[src/rtl/div_32.sv]
// Sequential signed 32/32 divider: non-restoring magnitude division, one quotient
// bit per clock, then a sign-fixup cycle. Quotient on LO, remainder on HI.
module div_32 (
  input  logic        clk,
  input  logic        clr,
  input  logic        start,
  input  logic [31:0] A,
  input  logic [31:0] B,
  output logic [31:0] HI,
  output logic [31:0] LO,
  output logic        busy,
  output logic        done,
  output logic        div_by_zero
);

  localparam logic [1:0] ST_IDLE   = 2'd0;
  localparam logic [1:0] ST_DIVIDE = 2'd1;
  localparam logic [1:0] ST_FIXUP  = 2'd2;

  // 33-bit magnitude so that -2^31 is representable
  function automatic logic [32:0] mag33(input logic [31:0] v);
    logic [32:0] ext;
    ext = {v[31], v};
    if (v[31]) begin
      mag33 = 33'd0 - ext;
    end else begin
      mag33 = ext;
    end
  endfunction

  logic [1:0]  state_r;
  logic [4:0]  count_r;
  logic [32:0] rem_r;
  logic [31:0] quot_r;
  logic [32:0] divisor_r;
  logic        sign_q_r;
  logic        sign_rem_r;

  logic [32:0] b_mag_s;
  logic [31:0] a_mag_s;
  logic [32:0] shifted_s;
  logic [32:0] rem_step_s;
  logic [31:0] quot_step_s;
  logic [31:0] rem_fix_s;
  logic [31:0] lo_fix_s;
  logic [31:0] hi_fix_s;

  // Operand magnitudes, one non-restoring step, and the final sign correction
  always_comb begin
    b_mag_s     = mag33(B);
    a_mag_s     = A[31] ? (32'd0 - A) : A;
    shifted_s   = {rem_r[31:0], quot_r[31]};
    rem_step_s  = 33'd0;
    rem_fix_s   = 32'd0;
    lo_fix_s    = 32'd0;
    hi_fix_s    = 32'd0;
    if (!rem_r[32]) begin
      rem_step_s = shifted_s - divisor_r;
    end else begin
      rem_step_s = shifted_s + divisor_r;
    end
    quot_step_s = {quot_r[30:0], ~rem_step_s[32]};
    // Final remainder lies in [0, |B|) so 32 bits suffice after correction
    if (rem_r[32]) begin
      rem_fix_s = rem_r[31:0] + divisor_r[31:0];
    end else begin
      rem_fix_s = rem_r[31:0];
    end
    if (div_by_zero) begin
      // No iterations ran: quot_r still holds |A|, so HI restores the dividend
      lo_fix_s = 32'hFFFF_FFFF;
      hi_fix_s = sign_rem_r ? (32'd0 - quot_r) : quot_r;
    end else begin
      lo_fix_s = sign_q_r   ? (32'd0 - quot_r)    : quot_r;
      hi_fix_s = sign_rem_r ? (32'd0 - rem_fix_s) : rem_fix_s;
    end
  end

  // Control FSM and datapath registers
  always_ff @(posedge clk or negedge clr) begin
    if (!clr) begin
      state_r     <= ST_IDLE;
      count_r     <= 5'd0;
      rem_r       <= 33'd0;
      quot_r      <= 32'd0;
      divisor_r   <= 33'd0;
      sign_q_r    <= 1'b0;
      sign_rem_r  <= 1'b0;
      HI          <= 32'd0;
      LO          <= 32'd0;
      busy        <= 1'b0;
      done        <= 1'b0;
      div_by_zero <= 1'b0;
    end else begin
      case (state_r)
        ST_IDLE: begin
          done <= 1'b0;
          if (start) begin
            divisor_r   <= b_mag_s;
            quot_r      <= a_mag_s;
            rem_r       <= 33'd0;
            count_r     <= 5'd0;
            sign_q_r    <= A[31] ^ B[31];
            sign_rem_r  <= A[31];
            div_by_zero <= (B == 32'd0);
            busy        <= 1'b1;
            state_r     <= (B == 32'd0) ? ST_FIXUP : ST_DIVIDE;
          end else begin
            state_r <= ST_IDLE;
          end
        end
        ST_DIVIDE: begin
          rem_r   <= rem_step_s;
          quot_r  <= quot_step_s;
          count_r <= count_r + 5'd1;
          if (count_r == 5'd31) begin
            state_r <= ST_FIXUP;
          end else begin
            state_r <= ST_DIVIDE;
          end
        end
        ST_FIXUP: begin
          LO      <= lo_fix_s;
          HI      <= hi_fix_s;
          done    <= 1'b1;
          busy    <= 1'b0;
          state_r <= ST_IDLE;
        end
        default: begin
          state_r <= ST_IDLE;
          busy    <= 1'b0;
          done    <= 1'b0;
        end
      endcase
    end
  end

endmodule

[config.mk]
export PLATFORM = sky130hd
export DESIGN_NAME = div_32
export DESIGN_NICKNAME = d
export VERILOG_FILES = /design/src/rtl/div_32.sv
export SDC_FILE = /design/constraint.sdc
export NUM_CORES = 1
export LEC_CHECK = 0
export ABC_AREA = 1
export CAP_MARGIN = 20
export CORE_MARGIN = 2
export CORE_UTILIZATION = 60
export DETAILED_ROUTE_END_ITERATION = 8
export GPL_ROUTABILITY_DRIVEN = 0
export GPL_TIMING_DRIVEN = 0
export PLACE_DENSITY = 0.8
export RECOVER_POWER = 50
export SYNTH_ARGS = -nofsm -noshare
export SYNTH_HDL_FRONTEND = slang
export SYNTH_SLANG_ARGS = --single-unit
[constraint.sdc]
create_clock -name clk -period 8 [get_ports clk]
set_clock_uncertainty 0.1 [all_clocks]
set_input_delay 1.6 -clock clk [delete_from_list [all_inputs] [get_ports clk]]
set_output_delay 1.6 -clock clk [all_outputs]
set_load 0.005 [all_outputs]
Word level (Yosys, flattened, before mapping)

Index checks and enable logic that the tools add are counted.

Multiplexer cells: 22
Equality and inequality tests: 4
Reduce and logical (&&, ||, !) cells: 6
Bitwise logic cells: 3
$add $sub $neg: 8

Operators by type and width:

| operator              | number |
|---|---|
| $mux 32               | 8 |
| $mux 33               | 3 |
| $sub 1x32->32 const A | 3 |
| $pmux 33 s2           | 1 |
| $pmux 32 s2           | 1 |
| $add 33x33->33        | 1 |
| $sub 1x32->33 const A | 1 |
| $sub 33x33->33        | 1 |
| $add 32x32->32        | 1 |
| $logic_not 32->1      | 1 |
| $pmux 5 s2            | 1 |
| $mux 2                | 3 |
| $reduce_and 2->1      | 3 |
| $add 5x1->5 const B   | 1 |
| $eq 5x5->1 const B    | 1 |
| $mux 5                | 1 |
| $pmux 1 s2            | 2 |
| $pmux 2 s2            | 1 |
| $eq 2x1->1 const B    | 1 |
| $eq 2x2->1 const B    | 1 |
| $logic_not 2->1       | 1 |
| $ne 2x2->1 const B    | 1 |
| $not 1->1             | 2 |
| $reduce_bool 2->1     | 1 |
| 2 further kinds       | 2 |

Logic and storage cells: 55
Input port bits: 67
Output and inout port bits: 67
Register bits: 174

Logic depth before layout (Yosys ltp)

Depth in word-level cells: 5
Depth in mapped cells: 24
Depth with buffers taken out: 24

Worst setup path after synthesis

Ideal clock, no wire load.

Path kind: reg2reg
From: register rem_r[32]
To: register rem_r[24]
Buffers on the path: 4
Period minus slack after synthesis: 3,779 ps
Library setup time: 132 ps
Data required time: 7,768 ps
Path slack: 4,221 ps
Cell stages (with the launch flop): 23
Arrival time: 3,547 ps
Cells stage by stage: dfrtp_1 > buf_2 > buf_1 > clkbuf_1 > buf_1 > nand2_1 > o21ai_0 > inv_1 > fa_1 > inv_1 > nand2_1 > o21ai_0 > a21oi_1 > o21ai_0 > nand2_1 > nand2_1 > a21oi_1 > inv_1 > a21oi_1 > o21bai_1 > nand2_1 > nand2_1 > o22ai_1

Cells in the longest elaborated chain, start to end: 2

Ends and longest elaborated chain:

| element                | RTL line | text |
|---|---|---|
| start, declared        | 33       | `logic [32:0] rem_r;` |
| start signal, assigned | 113      | `rem_r <= rem_step_s;` |
| $mux 33                | 57       | `if (!rem_r[32]) begin` |
| $pmux 33 s2            | 95       | `case (state_r)` |

Every way passes these cells.
A chain may end at the register's enable or synchronous reset.

Worst setup path after layout

From: register rem_r[32]
To: register rem_r[32]

Same word-level chain as after synthesis.

==> flow_metrics.tcl <==
set metrics [dict create \
    status "complete, but fails checks" \
    violations "max-capacitance violations, max-slew violations" \
    dpl.hpwl_um 41300 \
    stdcell_area_mm2 0.0177 \
    synth_ff_type "dfrtp_1" \
    syn_nets 2531 \
    yosysSeqAreaShare_pct 28.2 \
    fp.dieW_um 164 \
    portBuffers 133 \
    syn_inst 2392 \
    ys_seq_elements 174 \
    ant_nets 0 \
    wirelength_um 51400 \
    ios 134 \
    area_delta_synth_final_pct 14.8 \
    synth.top_cells.by_area "dfrtp_1, nand2_1, inv_1" \
    top_usage_layer "met2" \
    synth.avg_cell_area_um2 6.45 \
    crit_family "buffers and inverters" \
    cp_slowest_stage_delay_ns 0.55 \
    die_y_um 164 \
    setup_violations 0 \
    synth_top_area_share_pct 28.2 \
    final_common_cell "nand2_1" \
    critPathCapture "rem_r[32]$_DFFE_PN0P_" \
    ff2ff_setup_slack_ns 2.45 \
    worstPathCellList "buf_2, buf_1, clkbuf_1, buf_1, nand2_1, o21ai_0, inv_1, fa_1, inv_1, nand2_1, o21ai_0, a21oi_1, o21ai_0, nand2_1, nand2_1, a21oi_1, inv_1, a21oi_1, o21ai_1, o21ai_0" \
    setup_slack_ns 2.45 \
    cts.clk_slew.worst_paths_ns 0.08 \
    dieArea_mm2 0.0270 \
    clk_path_buf_depth 2 \
    post_drt_wl_per_cell_um 17.8 \
    insertion_delay_ns 0.45 \
    yosys_warnings 0 \
    netlist_area_mm2 0.0154 \
    cp-start-kind "flip-flop" \
    min_path_type "flip-flop to flip-flop" \
    period_share_pct 69.3 \
    required_ns 8.17 \
    worstPathArrival_ns 5.72 \
    max_cap_violations 1 \
    fin_crit_ns 5.55 \
    tightestPinTransition_ns 4.28 \
    vias 17100 \
    post-place-ws_ns 2.61 \
    coreArea_mm2 0.0253 \
    drv_slew 76 \
    clock-sinks 174 \
    antenna_found_initial 2 \
    grt_util_met3_pct 10.9 \
    endpoint_kind "flip-flop" \
    cp_slowest_cell "clkbuf_1" \
    start_util_pct 61.1 \
    ff2ff_path_depth 20 \
    synth.distinct_cells 57 \
    rows 58 \
    cts_tree "built" \
    drc 0 \
    path_buf_inv 7 \
    grt_use_total_pct 38.2 \
    n_antenna_cell 0 \
    cts_buffers 17 \
    max_clock_freq_mhz 180 \
    synth_edf_count 0 \
    postPlaceCellArea_mm2 0.0172 \
    post-cts-setup-buffers 0 \
    rsz0062_at_grt "no" \
    grt_pass1_vias 15500 \
    reg2reg_from "rem_r[32]$_DFFE_PN0P_" \
    clockRootBuffer "clkbuf_16" \
    met1_usage_pct 53.2 \
    critPathMaxFanout 10 \
    grt_max_degree 100 \
    drt_iter0_markers 1820 \
    final_nets 2684 \
    via_per_inst 5.92 \
    grt_overflow_total 0 \
    worstSetupPathDepth 20 \
    path_class "flip-flop to flip-flop" \
    cp-startpoint "rem_r[32]$_DFFE_PN0P_" \
    cts.htree.levels 4 \
    nFillCells 2267 \
    rr_endpoint "rem_r[32]$_DFFE_PN0P_" \
    post_cts_resized 0 \
    cts.hold.buffers_added 0 \
    finalHoldViolCount 0 \
    slew_headroom_pct -185 \
    final_cell_mix "nand2_1, inv_1, nor2_1, a21oi_1, o21ai_0" \
    drive_above_1_share_pct 3.44 \
    yosysTopAreaCell "dfrtp_1" \
    grt_first_pass_wirelength_um 80000 \
    synthArstFlopShare_pct 100 \
    met2_usage_pct 56.2 \
    dr.pass1.iters 6 \
]
-- through the flow --
step | hold WS (ns) | TNS (ns) | util (%) | std cells
2_1_floorplan | 0.365 | 0 | - | 2392
3_3_place_gp | 0.382 | -343.36 | 68.0 | 2855
3_5_place_dp | 0.382 | 0 | 68.1 | 2856
4_1_cts | 0.411 | 0 | 70.5 | 2888
5_1_grt | 0.440 | 0 | 70.2 | 2888
6_report | 0.405 | 0 | 70.2 | 2888
-- worst min path at each step --
stage / from / end / slack [ns] / cells after the start
final: busy$_DFFE_PN0P_ / busy$_DFFE_PN0P_ / 0.40 / 2
after global routing: busy$_DFFE_PN0P_ / busy$_DFFE_PN0P_ / 0.44 / 2
after CTS: busy$_DFFE_PN0P_ / busy$_DFFE_PN0P_ / 0.41 / 2
after detailed placement: busy$_DFFE_PN0P_ / busy$_DFFE_PN0P_ / 0.38 / 2
after global placement: busy$_DFFE_PN0P_ / busy$_DFFE_PN0P_ / 0.38 / 2
after floorplan: done$_DFFE_PN0N_ / done$_DFFE_PN0N_ / 0.37 / 2
-- cell usage after synthesis (9+ instances only) --
cell type / number
nand2_1: 595
inv_1: 308
nor2_1: 266
a21oi_1: 183
o21ai_0: 179
dfrtp_1: 174
nand3_1: 150
xor2_1: 90
ha_1: 70
clkbuf_1: 60
nor3_1: 32
nand4_1: 30
a22oi_1: 26
xnor2_1: 26
a31oi_1: 25
buf_1: 13
nor4_1: 11
buf_2: 10
o22ai_1: 10
nand2_2: 9
o21ai_1: 9
-- state kept, by name, summed over array words and instances, names as in the netlist --
register,cells
HI,32
div_by_zero,1
divisor_r,33
count_r,5
sign_rem_r,1
busy,1
rem_r,33
state_r,2
LO,32
done,1
sign_q_r,1
quot_r,32
-- per-layer routing --
layer	wire length [µm]	vias up
met1	21200	7800
met2	21400	993
met5	17	-
met4	2040	4
met3	6810	137
li1	-	8153
-- logic make-up (layout without fill, tap and decap cells) --
family                   Yosys count  in the layout  share of synthesized area (%)
AO/OA/AOI/OAI                    490            490                           17.7
XOR/XNOR                         116            116                           6.58
AND/OR/NAND/NOR                 1143           1143                           31.8
flip-flops                       174            174                           28.2
adder cells (fa/ha/maj)           72             72                           5.93
buffers and inverters            397            563                           9.74
-- worst reg2reg max path, delay by kind of cell (launching register included) --
| family | cells | cell delay, ns |
|---|---|---|
| DFF | 1 | 0.40 |
| buffers and inverters | 7 | 2.13 |
| AOI/OAI and AO/OA | 8 | 1.94 |
| adders and majority gates | 1 | 0.40 |
| and+or+nand+nor | 4 | 0.42 |
-- cell type report --
| cell class | instances | area (µm²) | area share [%] |
|---|---|---|---|
| tap | 330 | 413 | 2.33 |
| buffer | 83 | 324 | 1.83 |
| clock buffer | 18 | 429 | 2.42 |
| sequential | 174 | 4350 | 24.6 |
| inverter | 314 | 1180 | 6.65 |
| multi-input combinational | 1821 | 9500 | 53.6 |
| timing repair buffer | 134 | 1350 | 7.63 |
| clock inverter | 14 | 170 | 0.960 |
Power is not shown: default switching activity piles up to over one toggle a cycle in this logic, so the estimate is an artifact.
